[src/rtl/gol_pkg.sv]
// gol_pkg
// Shared definitions for the Game of Life generation sequencer slice.
// Contents:
//   GOL_ADDR_W          - default on-chip memory address width
//   GOL_GEN_W           - default generation counter width
//   GOL_TIMEOUT_CYCLES  - default per-generation watchdog limit
//   seq_state_t         - sequencer state encoding
package gol_pkg;

  localparam int GOL_ADDR_W         = 12;
  localparam int GOL_GEN_W          = 16;
  localparam int GOL_TIMEOUT_CYCLES = 1048576;

  typedef enum logic [2:0] {
    ST_IDLE  = 3'd0,
    ST_RUN   = 3'd1,
    ST_DRAIN = 3'd2,
    ST_DONE  = 3'd3,
    ST_ERROR = 3'd4
  } seq_state_t;

endpackage

[src/rtl/gol_seq_watchdog.sv]
// gol_seq_watchdog
// Per-generation cycle counter with an expiry flag.
// Ports:
//   clock, reset  - system clock, async active-high reset
//   clear         - restart the count from zero (wins over count_en)
//   count_en      - advance the count this cycle
//   expired       - this cycle is the TIMEOUT_CYCLES-th counted cycle
module gol_seq_watchdog
  import gol_pkg::*;
#(
  parameter int TIMEOUT_CYCLES = GOL_TIMEOUT_CYCLES
) (
  input  logic clock,
  input  logic reset,
  input  logic clear,
  input  logic count_en,
  output logic expired
);

  localparam int               CNT_W = $clog2(TIMEOUT_CYCLES + 1);
  localparam logic [CNT_W-1:0] LIMIT = CNT_W'(TIMEOUT_CYCLES - 1);

  logic [CNT_W-1:0] cnt_q;
  logic [CNT_W-1:0] cnt_d;

  // The counter parks at LIMIT; expiry is flagged while counting there so the
  // state change lands exactly TIMEOUT_CYCLES edges after the clear.
  always_comb begin
    cnt_d = cnt_q;
    if (clear) begin
      cnt_d = '0;
    end else if (count_en && (cnt_q != LIMIT)) begin
      cnt_d = cnt_q + CNT_W'(1);
    end
  end

  always_ff @(posedge clock or posedge reset) begin
    if (reset) begin
      cnt_q <= '0;
    end else begin
      cnt_q <= cnt_d;
    end
  end

  assign expired = count_en && (cnt_q == LIMIT);

endmodule

[src/rtl/gol_generation_sequencer.sv]
// gol_generation_sequencer
// Runs a multi-generation Game of Life job on GameOfLifeWrapper, one
// generation at a time, ping-ponging two board buffers.
// Ports:
//   clock, reset        - 50 MHz fabric clock, async active-high reset
//   cmd_start           - PIO level; rising edge launches a run
//   cmd_abort           - PIO level; forces IDLE while high
//   cfg_gen_count       - generations to compute (latched on start)
//   cfg_base_a/b        - board buffers A (initial board) and B
//   eng_enable          - wrapper io_enable
//   eng_start_addr      - wrapper io_starting_address
//   eng_result_addr     - wrapper io_result_address
//   eng_completed       - wrapper io_completed
//   sts_busy/done/error - run in progress / finished / watchdog expired
//   sts_gen_done        - generations completed in the current run
//   sts_final_addr      - buffer holding the latest completed board
module gol_generation_sequencer
  import gol_pkg::*;
#(
  parameter int ADDR_W         = GOL_ADDR_W,
  parameter int GEN_W          = GOL_GEN_W,
  parameter int TIMEOUT_CYCLES = GOL_TIMEOUT_CYCLES
) (
  input  logic              clock,
  input  logic              reset,
  input  logic              cmd_start,
  input  logic              cmd_abort,
  input  logic [GEN_W-1:0]  cfg_gen_count,
  input  logic [ADDR_W-1:0] cfg_base_a,
  input  logic [ADDR_W-1:0] cfg_base_b,
  output logic              eng_enable,
  output logic [ADDR_W-1:0] eng_start_addr,
  output logic [ADDR_W-1:0] eng_result_addr,
  input  logic              eng_completed,
  output logic              sts_busy,
  output logic              sts_done,
  output logic              sts_error,
  output logic [GEN_W-1:0]  sts_gen_done,
  output logic [ADDR_W-1:0] sts_final_addr
);

  seq_state_t        state_q, state_d;
  logic              start_prev_q;
  logic [GEN_W-1:0]  count_q, count_d;
  logic [ADDR_W-1:0] src_q, src_d;
  logic [ADDR_W-1:0] dst_q, dst_d;
  logic              enable_q, enable_d;
  logic [ADDR_W-1:0] start_addr_q, start_addr_d;
  logic [ADDR_W-1:0] result_addr_q, result_addr_d;
  logic              busy_q, busy_d;
  logic              done_q, done_d;
  logic              error_q, error_d;
  logic [GEN_W-1:0]  gen_done_q, gen_done_d;
  logic [ADDR_W-1:0] final_addr_q, final_addr_d;

  logic start_edge;
  logic wd_clear;
  logic wd_count_en;
  logic wd_expired;

  assign start_edge  = cmd_start & ~start_prev_q;
  assign wd_count_en = (state_q == ST_RUN) || (state_q == ST_DRAIN);

  gol_seq_watchdog #(
    .TIMEOUT_CYCLES(TIMEOUT_CYCLES)
  ) u_watchdog (
    .clock   (clock),
    .reset   (reset),
    .clear   (wd_clear),
    .count_en(wd_count_en),
    .expired (wd_expired)
  );

  always_comb begin
    state_d       = state_q;
    count_d       = count_q;
    src_d         = src_q;
    dst_d         = dst_q;
    done_d        = done_q;
    error_d       = error_q;
    gen_done_d    = gen_done_q;
    final_addr_d  = final_addr_q;
    start_addr_d  = start_addr_q;
    result_addr_d = result_addr_q;

    if (cmd_abort) begin
      state_d = ST_IDLE;
      done_d  = 1'b0;
      error_d = 1'b0;
    end else begin
      unique case (state_q)
        ST_IDLE, ST_DONE, ST_ERROR: begin
          if (start_edge) begin
            count_d    = cfg_gen_count;
            src_d      = cfg_base_a;
            dst_d      = cfg_base_b;
            gen_done_d = '0;
            done_d     = 1'b0;
            error_d    = 1'b0;
            if (cfg_gen_count == '0) begin
              state_d      = ST_DONE;
              done_d       = 1'b1;
              final_addr_d = cfg_base_a;
            end else begin
              state_d = ST_RUN;
            end
          end
        end
        // Expiry is tested ahead of completion so a late completion still errors.
        ST_RUN: begin
          if (wd_expired) begin
            state_d = ST_ERROR;
            error_d = 1'b1;
          end else if (eng_completed) begin
            gen_done_d   = (gen_done_q == '1) ? gen_done_q : gen_done_q + GEN_W'(1);
            final_addr_d = dst_q;
            src_d        = dst_q;
            dst_d        = src_q;
            state_d      = ST_DRAIN;
          end
        end
        // Hold off the next generation until the wrapper drops io_completed.
        ST_DRAIN: begin
          if (wd_expired) begin
            state_d = ST_ERROR;
            error_d = 1'b1;
          end else if (!eng_completed) begin
            if (gen_done_q == count_q) begin
              state_d = ST_DONE;
              done_d  = 1'b1;
            end else begin
              state_d = ST_RUN;
            end
          end
        end
        default: state_d = ST_IDLE;
      endcase
    end

    enable_d = (state_d == ST_RUN);
    busy_d   = (state_d == ST_RUN) || (state_d == ST_DRAIN);
    wd_clear = (state_d == ST_RUN) && (state_q != ST_RUN);

    // Addresses only move on RUN entry, i.e. while enable is still low.
    if (wd_clear) begin
      start_addr_d  = src_d;
      result_addr_d = dst_d;
    end
  end

  // start_prev_q resets high so a start level held through reset is not an edge.
  always_ff @(posedge clock or posedge reset) begin
    if (reset) begin
      state_q       <= ST_IDLE;
      start_prev_q  <= 1'b1;
      count_q       <= '0;
      src_q         <= '0;
      dst_q         <= '0;
      enable_q      <= 1'b0;
      start_addr_q  <= '0;
      result_addr_q <= '0;
      busy_q        <= 1'b0;
      done_q        <= 1'b0;
      error_q       <= 1'b0;
      gen_done_q    <= '0;
      final_addr_q  <= '0;
    end else begin
      state_q       <= state_d;
      start_prev_q  <= cmd_start;
      count_q       <= count_d;
      src_q         <= src_d;
      dst_q         <= dst_d;
      enable_q      <= enable_d;
      start_addr_q  <= start_addr_d;
      result_addr_q <= result_addr_d;
      busy_q        <= busy_d;
      done_q        <= done_d;
      error_q       <= error_d;
      gen_done_q    <= gen_done_d;
      final_addr_q  <= final_addr_d;
    end
  end

  assign eng_enable      = enable_q;
  assign eng_start_addr  = start_addr_q;
  assign eng_result_addr = result_addr_q;
  assign sts_busy        = busy_q;
  assign sts_done        = done_q;
  assign sts_error       = error_q;
  assign sts_gen_done    = gen_done_q;
  assign sts_final_addr  = final_addr_q;

endmodule

[config.mk]
export PLATFORM = sky130hd
export DESIGN_NAME = gol_generation_sequencer
export DESIGN_NICKNAME = d
export VERILOG_FILES = /design/src/rtl/gol_pkg.sv /design/src/rtl/gol_seq_watchdog.sv /design/src/rtl/gol_generation_sequencer.sv
export SDC_FILE = /design/constraint.sdc
export NUM_CORES = 1
export LEC_CHECK = 0
export BUFFER_PORTS_ARGS = -buffer_cell sky130_fd_sc_hd__buf_2
export CORE_ASPECT_RATIO = 1.75
export CORE_UTILIZATION = 61
export DETAILED_ROUTE_END_ITERATION = 10
export GPL_TIMING_DRIVEN = 0
export PLACE_DENSITY_LB_ADDON = 0.05
export SYNTH_ARGS = -nofsm -noshare
export SYNTH_HDL_FRONTEND = slang
export SYNTH_SLANG_ARGS = --single-unit
[constraint.sdc]
create_clock -name clock -period 6.3 [get_ports clock]
set_input_delay 1.26 -clock clock [delete_from_list [all_inputs] [get_ports clock]]
set_output_delay 1.26 -clock clock [all_outputs]
set_load 0.005 [all_outputs]
==> run_results.csv, run 1 <==
group,metric,value,unit
outcome,status,"complete, no violations",
synthesis,mappedNetlistArea,6070,sq um
synthesis,synth_flop_cell,"dfrtp_1",
critical_path,critical_path_class,"input pin to register",
sta,finalSetupViolations,0,
critical_path,reg2regPathDepth,10,
synthesis,synthXorXnorAreaFrac,0.0519,
global_routing,grt_pass1_wl,26400,um
sta,period_share,0.512,
placement,dpl.hpwl,11900,um
synthesis,yosysSeqAreaShare,0.499,
cts,cts_buffer_depth,2,
hold_path,hold_class,"register to register",
sta,fin_setup_tns,0,ns
sta,rsz0062_at_grt,"false",
sta,hold_viol,0,
cts,cts_tree,"done",
floorplan,start_util,0.633,
routing,drtPass1Iterations,6,
placement,gp_congestion,0.953,
finish,layout-drive-gt1-share,0.235,
synthesis,synth.avg_cell_area,10.0,sq um
floorplan,die_x,77.4,um
pwr,vdd_drop_max,0.251,mV
routing,post-route-drc-count,0,
routing,num_vias,5381,
finish,diodes,0,
routing,ant_nets,0,
sta,timing.final.ws_setup,3.08,ns
global_routing,grt_max_degree,66,
placement,numPortBuffers,100,
pwr,power_leakage,3.45,nW
floorplan,core-area,9590,sq um
synthesis,synth-simple-area-share,0.156,
critical_path,reg2reg_slack,3.14,ns
synthesis,synth_top_family_by_area,"compound AO/OA/AOI/OAI gates",
routing,dr.first_iter.drc_count,462,
global_routing,grt_pass1_vias,5452,
critical_path,cp_data_required_time,6.63,ns
pwr,power_density,359,nW/um^2
routing,drt_wl_total,16600,um
floorplan,die_y,134,um
cts,ctsRootBufferMaster,"clkbuf_16",
placement,post-place-ws,2.74,ns
finish,area_delta_synth_final,21.3,%
critical_path,critPathMaxFanout,10,
synthesis,muxShareOfSynthArea,0.0546,
critical_path,reg2reg_to,"eng_result_addr[2]",
synthesis,synth_edf_count,0,
job,drv_cap,0,
finish,layout_commonest_cell,"dfrtp_1",
global_routing,gr-total-overflow,0,
cts,cts_setup_buffers,0,
critical_path,end_kind,"register",
sta,period_minus_slack,3.22,ns
sta,finalMaxSlewViolations,0,
synthesis,ys_types,56,
synthesis,ys_async_sr_fraction,1.00,
synthesis,synth.ff_latch_count,121,
sta,fmax,0.310,GHz
critical_path,cp.arrival,3.56,ns
global_routing,gr-usage-all-layers,0.332,
synthesis,synth_nets,652,
cts,cts-buffers-inserted,17,
routing,routed_via_density,6.26,
floorplan,row_count,47,
synthesis,synth_compound_area_frac,0.196,
critical_path,start_kind,"input pin",
finish,nets,772,
global_routing,antenna_found_initial,0,
synthesis,synthAdderAreaFrac,0.00412,
routing,wire_per_inst,19.3,um
cts,cts_hold_buf,0,
cts,clk_pin_slew,0.05,ns
finish,layout.cells.most_common_list,"dfrtp_1, buf_2, o21ai_0",
synthesis,synth_warnings,0,
sta,relSlewSlack,0.201,
synthesis,synthCells,605,
cts,clock_latency,0.41,ns
floorplan,die-area,10400,sq um
critical_path,critPathCapture,"eng_result_addr[2]",
floorplan,io_pins,101,
sta,skew,0.00751,ns
critical_path,critPathLaunch,"cmd_start",
cts,cts.sinks,121,
cts,ctsResizeCount,0,
sta,tightest_slew,1.19,ns
cts,h-tree-depth,4,
critical_path,timing.rr.start,"state_q[2]",
[synth_stat cells (14+ instances only)]
cell type  count  area share
dfrtp_1      120        0.49
o21ai_0       50       0.041
a21oi_1       37       0.031
and3_1        32       0.033
nand2_1       30       0.019
o31ai_1       29       0.036
clkbuf_1      28       0.017
nor2_1        28       0.017
a22oi_1       24       0.030
o21ai_1       24       0.020
xnor2_1       23       0.033
nand3_1       19       0.016
mux2_2        17       0.032
mux2i_1       14       0.023
nand4_1       14       0.014
[power by group]
group / leakage, nW / internal [mW] / switching [mW]
sequential: 1.56 / 0.969 / 0.150
combinational: 1.59 / 0.253 / 0.276
clock: 0.299 / 0.659 / 0.336
total: 3.45 / 1.88 / 0.762
[per-layer routing]
layer	share of wire	GRT usage
met3	0.058	0.0653
met1	0.37	0.365
met4	0.043	0.175
met2	0.53	0.595
met5	0	0
[worst min-delay path by stage]
| stage | startpoint | to | slack (ns) | depth (start not counted) |
|---|---|---|---|---|
| after floorplan | sts_final_addr[0] | sts_final_addr[0] | 0.47 | 2 |
| after global placement | sts_final_addr[4] | sts_final_addr[4] | 0.46 | 2 |
| after detailed placement | sts_final_addr[6] | sts_final_addr[6] | 0.47 | 2 |
| after CTS | sts_final_addr[6] | sts_final_addr[6] | 0.48 | 2 |
| after global routing | sts_final_addr[11] | sts_final_addr[11] | 0.52 | 2 |
| final | sts_final_addr[1] | sts_final_addr[1] | 0.48 | 2 |
[sequential cells by signal, summed over array words and instances (netlist names)]
register          cells
eng_start_addr       12
sts_error             1
eng_result_addr      12
sts_done              1
count_q              16
state_q               3
u_watchdog.cnt_q     21
sts_gen_done         16
sts_final_addr       12
dst_q                12
src_q                12
start_prev_q          1
eng_enable            1
sts_busy              1
[critical path, cell delays in order]
cell and delay (ns):
buf_2 0.10, nor2b_1 0.27, a21oi_1 0.10, or2_2 0.29, clkbuf_1 0.25, nor2_1 0.21, buf_2 0.27, buf_1 0.43
a22oi_1 0.20, o21ai_1 0.18
[metrics by stage]
step | cells | cell area [sq um] | hold WS, ns | power [mW] | util
final | 859 | 7360 | 0.477 | 2.64 | 0.768
after global routing | 859 | 7360 | 0.515 | 2.75 | 0.768
after CTS | 859 | 7360 | 0.482 | 2.64 | 0.768
after detailed placement | 828 | 6760 | 0.470 | 1.64 | 0.705
after global placement | 827 | 6720 | 0.457 | 1.61 | 0.701
after floorplan | 605 | 6070 | 0.473 | 1.40 | -
[kinds of logic (layout without fill, tap and decap cells)]
family / Yosys count / count (layout)
buf+inv: 52 / 184
compound gates: 192 / 192
xor+xnor: 36 / 36
simple gates: 171 / 171
mux: 31 / 31
fa+ha+maj: 2 / 2
flops: 121 / 121
[cell type report]
cell class | count | area (sq um)
Sequential cell | 121 | 3030
Multi-Input combinational cell | 432 | 2810
Fill cell | 672 | 2220
Timing Repair Buffer | 101 | 528
Clock buffer | 23 | 488
Buffer | 45 | 204
Tap cell | 122 | 153
Clock inverter | 8 | 118
Inverter | 7 | 31.3
Note: power is estimated with default switching activity, not from simulation.
==> inputs of run 2 (changes only) <==
Settings changed: ABC_AREA set to 1, CORE_UTILIZATION 61 to 58.
Clock period 6.3 ns to 3.2 ns, I/O delays scaled along.
==> run_results.csv, run 2 <==
group,metric,value,unit
finish,num-fill-cells,974,
pwr,power_leakage,4.18,nW
critical_path,reg2reg_slack,0.92,ns
synthesis,mappedNetlistArea,6790,sq um
cts,clock_latency,0.42,ns
synthesis,ys_types,35,
critical_path,critPathMaxFanout,10,
critical_path,critical_path_class,"register to register",
routing,drtPass1Iterations,6,
sta,tightest_slew,0.622,ns
routing,wire_per_inst,16.1,um
finish,layout.cells.most_common_list,"nand2_1, dfrtp_1, buf_2",
finish,nets,1083,
critical_path,cp_data_required_time,3.55,ns
cts,h-tree-depth,4,
finish,area_delta_synth_final,19.6,%
synthesis,synth_edf_count,0,
floorplan,io_pins,101,
synthesis,synth.ff_latch_count,121,
pwr,p_comb_frac,0.282,
floorplan,die-area,12200,sq um
pwr,pwr-share-clk,0.336,
job,drv_cap,0,
finish,diodes,0,
pwr,power.internal,3.85,mW
sta,period_minus_slack,2.28,ns
global_routing,gr-total-overflow,0,
cts,cts_hold_buf,0,
global_routing,antenna_found_initial,0,
sta,finalSetupViolations,0,
hold_path,hold_class,"input pin to async pin",
floorplan,die_y,145,um
floorplan,start_util,0.605,
placement,numPortBuffers,99,
pwr,vdd_drop_max,0.597,mV
sta,fmax,0.439,GHz
synthesis,synth_flop_cell,"dfrtp_1",
cts,ctsRootBufferMaster,"clkbuf_16",
finish,regMostFlops,"u_watchdog.cnt_q",
floorplan,die_x,83.8,um
cts,cts.sinks,121,
outcome,status,"complete, no violations",
floorplan,core-area,11200,sq um
sta,skew,0.00853,ns
sta,period_share,0.712,
routing,drt_wl_total,19000,um
finish,layout-drive-gt1-share,0.174,
synthesis,synth.avg_cell_area,7.42,sq um
synthesis,ys_async_sr_fraction,1.00,
pwr,power_density,717,nW/um^2
synthesis,synthCells,915,
pwr,finalPower,5.82,mW
placement,gp_congestion,0.969,
cts,cts_buffer_depth,2,
finish,layout_commonest_cell,"nand2_1",
routing,ant_nets,0,
cts,cts_tree,"done",
global_routing,gr-usage-all-layers,0.326,
synthesis,synth_warnings,0,
sta,finalMaxSlewViolations,0,
synthesis,yosysTopAreaCell,"dfrtp_1",
cts,clk_pin_slew,0.06,ns
critical_path,end_kind,"register",
synthesis,yosysSeqAreaShare,0.446,
cts,ctsResizeCount,0,
critical_path,cp.arrival,2.63,ns
routing,num_vias,6520,
cts,cts-buffers-inserted,17,
pwr,switching_share,0.339,
finish,largest_reg_flops,21,
pwr,p_sw,1.97,mW
global_routing,grt_pass1_vias,6463,
routing,post-route-drc-count,0,
sta,rsz0062_at_grt,"false",
global_routing,grt_max_degree,41,
critical_path,start_kind,"register",
routing,routed_via_density,5.52,
cts,cts_setup_buffers,0,
global_routing,grt_pass1_wl,31300,um
sta,relSlewSlack,0.586,
floorplan,row_count,51,
synthesis,yosys.cell_count.top_type,"nand2_1",
synthesis,synth_top_cells_by_area,"dfrtp_1, nand2_1, nor2_1",
sta,fin_setup_tns,0,ns
sta,hold_viol,0,
critical_path,timing.rr.start,"sts_gen_done[7]",
placement,dpl.hpwl,14200,um
synthesis,ys_top_cells_by_count,"nand2_1, dfrtp_1, nor2_1",
routing,dr.first_iter.drc_count,381,
critical_path,reg2regPathDepth,13,
synthesis,synth_nets,962,
synthesis,synth_top_area_share,0.442,
critical_path,reg2reg_to,"eng_start_addr[1]",
pwr,seq_power_share,0.382,
-- run 2: cell count changes in the layout (fill, tap and decap cells not counted), sizes merged, moves of 24 or more --
cell / previous run / this run
nor2: 28 / 105
and3: 33 / 0
o31ai: 30 / 0
a22oi: 24 / 0
o211ai: 0 / 25
inv: 7 / 100
nand2: 30 / 295
-- run 2: worst max path at each step --
| stage | depth (start not counted) | slack (ns) | end | startpoint |
|---|---|---|---|---|
| 2_1_floorplan | 1 | 1.08 | count_q[0] | reset |
| 3_3_place_gp | 2 | 0.26 | u_watchdog.cnt_q[12] | reset |
| 3_5_place_dp | 11 | 0.64 | eng_start_addr[1] | cmd_start |
| 4_1_cts | 13 | 0.96 | eng_start_addr[1] | sts_gen_done[7] |
| 5_1_grt | 13 | 0.75 | eng_result_addr[9] | sts_gen_done[7] |
| 6_report | 13 | 0.92 | eng_start_addr[1] | sts_gen_done[7] |
-- run 2: metrics by stage --
stage	area, sq um	utilization	hold WS (ns)	cells	worst slack (ns)
3_3_place_gp	7450	0.664	0.458	1146	0.263
4_1_cts	8120	0.723	0.235	1181	0.962
2_1_floorplan	6790	-	0.473	915	1.08
6_report	8120	0.723	0.232	1181	0.920
5_1_grt	8120	0.723	0.265	1181	0.749
3_5_place_dp	7510	0.669	0.459	1149	0.636
-- run 2: power by group through the flow --
stage,combinational (mW),sequential (mW),clock [mW]
2_1_floorplan,1.00,2.22,0
5_1_grt,1.85,2.27,2.03
4_1_cts,1.64,2.22,1.97
3_5_place_dp,1.63,2.24,0
6_report,1.64,2.22,1.95
3_3_place_gp,1.59,2.23,0
-- run 2: cell families (layout without fill, tap and decap cells) --
group	after synthesis	count (layout)	share of synthesized area
AND/OR/NAND/NOR	450	450	0.268
adder cells (fa/ha/maj)	2	2	0.00369
flip-flops	121	121	0.446
multiplexers	11	11	0.0182
buffers and inverters	142	276	0.0839
XOR/XNOR	36	36	0.0464
AO/OA/AOI/OAI	153	153	0.134
-- run 2: layout make-up --
cell class / count / area [sq um] / area share
multi-input cells: 652 / 3190 / 0.393
flip-flops and latches: 121 / 3030 / 0.373
repair buffers: 102 / 556 / 0.0684
clock buffers: 21 / 460 / 0.0567
inverters: 101 / 383 / 0.0471
plain buffers: 41 / 190 / 0.0234
well taps: 132 / 165 / 0.0203
clock inverters: 11 / 146 / 0.0180
-- run 2: layer usage --
layer  global-route usage  part of all wire
met1                0.351              0.36
met2                0.582              0.52
met3               0.0512             0.045
met4                0.212             0.066
met5                    0                 0
-- run 2: worst max-delay path, stage by stage (launching register included) --
cell and delay [ns]:
dfrtp_1 0.33, clkbuf_1 0.28, xnor2_1 0.16, nand2_1 0.07
nor2_1 0.25, nand3_1 0.11, nor2_1 0.16, nand2_1 0.11
nand2_1 0.08, nand2_1 0.11, nand3_2 0.20, buf_4 0.21
nand2_1 0.06, nand2_1 0.07
==> inputs of run 3 (changes only) <==
Settings changed: ABC_AREA 1 to 0, CORE_UTILIZATION 58 to 57.
Clock period 3.2 ns to 2.3 ns, I/O delays scaled along.
==> run_results.csv, run 3 (synthesized netlist as in run 1, its figures left out) <==
group,metric,value,unit
outcome,status,"finished, violations left",
outcome,violations,"setup timing",
finish,nets,805,
finish,largest_reg_flops,21,
finish,regArea,3030,sq um
pwr,finalPower,7.80,mW
hold_path,hold_class,"input pin to async pin",
sta,rsz0062_at_grt,"true",
placement,place_inst,835,
routing,drt_wl_total,19100,um
finish,diodes,0,
critical_path,critical_path_class,"register to register",
finish,multi_input_area,3280,sq um
cts,h-tree-depth,4,
routing,routed_via_density,6.47,
pwr,vdd_drop_max,0.715,mV
sta,hold_slack,0.0952,ns
cts,clk_pin_slew,0.06,ns
global_routing,gr-usage-all-layers,0.343,
finish,stdcell_count,898,
routing,dr.first_iter.drc_count,448,
finish,num-fill-cells,623,
critical_path,cp_cell_sequence,"ha_4, nand4_4, or3_4, or3_4, and3_4, or3_4, buf_12, o21ai_2",
cts,clock_latency,0.41,ns
routing,num_vias,5811,
cts,cts_tree,"done",
routing,drtPass1Iterations,5,
floorplan,start_util,0.589,
finish,fin_area,8350,sq um
critical_path,end_kind,"register",
placement,placed_cell_area,6820,sq um
cts,cts_hold_buf,0,
routing,post-route-drc-count,0,
global_routing,antenna_found_initial,0,
sta,fin_setup_tns,-8.11,ns
cts,cts-buffers-inserted,17,
floorplan,row_count,49,
sta,finalMaxSlewViolations,0,
finish,layout_commonest_cell,"dfrtp_1",
sta,fmax,0.397,GHz
pwr,power_density,933,nW/um^2
cts,ctsRootBufferMaster,"clkbuf_16",
routing,wire_per_inst,21.3,um
critical_path,crit_slowest_cell,"or3_4",
finish,regMostFlops,"u_watchdog.cnt_q",
finish,area_delta_synth_final,37.6,%
placement,post-place-ws,-0.768,ns
global_routing,grt_pass1_wl,28900,um
sta,timing.final.ws_setup,-0.221,ns
placement,numPortBuffers,100,
sta,relSlewSlack,0.472,
global_routing,gr-total-overflow,0,
sta,finalSetupViolations,75,
floorplan,die_y,139,um
sta,period_share,1.10,
sta,skew,0.00883,ns
finish,layout.cells.most_common_list,"dfrtp_1, buf_2, o21ai_1",
global_routing,grt_max_degree,44,
routing,ant_nets,0,
finish,layout-drive-gt1-share,0.406,
sta,tightest_slew,0.790,ns
sta,hold_viol,0,
pwr,power_leakage,3.83,nW
floorplan,core-area,10300,sq um
job,drv_cap,0,
floorplan,die-area,11100,sq um
cts,cts.sinks,121,
placement,dpl.hpwl,12300,um
global_routing,grt_pass1_vias,5712,
finish,fin_util,0.811,
critical_path,critPathMaxFanout,10,
critical_path,critPathMostFrequentCell,"or3_4",
sta,period_minus_slack,2.52,ns
floorplan,die_x,80.0,um
critical_path,reg2regPathDepth,8,
cts,cts_buffer_depth,2,
critical_path,cp.arrival,2.85,ns
critical_path,max_stage_delay,0.46,ns
floorplan,io_pins,101,
critical_path,start_kind,"register",
placement,gp_congestion,0.931,
critical_path,cp_data_required_time,2.63,ns
==> run 3: cell count changes in the layout (fill, tap and decap cells not counted), sizes merged, moves of 6 or more <==
| cell | change |
|---|---|
| a211oi | -22 |
| a22oi | +24 |
| and3 | +33 |
| buf | +36 |
| inv | -94 |
| mux2 | +6 |
| mux2i | +14 |
| nand2 | -265 |
| nor2 | -77 |
| o211ai | -25 |
| o31ai | +30 |
| or3 | +7 |
| xnor2 | +11 |
| xor2 | -11 |
==> run 3: final cells by class <==
type	count	area share
Multi-Input combinational cell	432	0.392
Clock buffer	19	0.0518
Sequential cell	121	0.363
Tap cell	127	0.0190
Clock inverter	13	0.0213
Buffer	39	0.0391
Inverter	7	0.00360
Timing Repair Buffer	140	0.110
==> run 3: critical path, delay by kind of cell, from the launching register on <==
family	cells	cell delay (ns)
AO/OA/AOI/OAI	1	0.15
AND/OR/NAND/NOR	5	1.53
adder cells (fa/ha/maj)	1	0.18
buffers and inverters	1	0.18
flip-flops	1	0.40
==> run 3: power by group <==
part / total [mW] / internal [mW] / switching, mW / leakage [nW]
Clock: 2.77 / 1.80 / 0.968 / 0.296
Sequential: 3.12 / 2.65 / 0.467 / 1.55
Combinational: 1.90 / 0.942 / 0.960 / 1.98
Total: 7.80 / 5.40 / 2.40 / 3.83
==> run 3: routing by layer <==
| metal | GRT usage | wire length (um) |
|---|---|---|
| met1 | 0.391 | 6920 |
| met2 | 0.594 | 10300 |
| met3 | 0.0752 | 1180 |
| met4 | 0.168 | 746 |
| met5 | 0 | 0 |
==> run 3: path summary, 6_finish.rpt <==
path	from	end	slack, ns
max in group asynchronous	reset	start_prev_q	1.37
min in group clock	cmd_start	start_prev_q	0.17
hold / removal	reset	eng_start_addr[3]	0.1
hold reg to reg	sts_final_addr[11]	sts_final_addr[11]	0.48
setup reg to reg	u_watchdog.cnt_q[1]	eng_start_addr[0]	-0.22
setup / recovery	u_watchdog.cnt_q[1]	eng_start_addr[0]	-0.22
==> run 3: timing repair <==
action / CTS / global route
setup buffers: 23 / 9
pin swaps: 17 / 10
cloned: 5 / 0
setup endpoints to repair: 101 / 100
resized for setup: 102 / 103
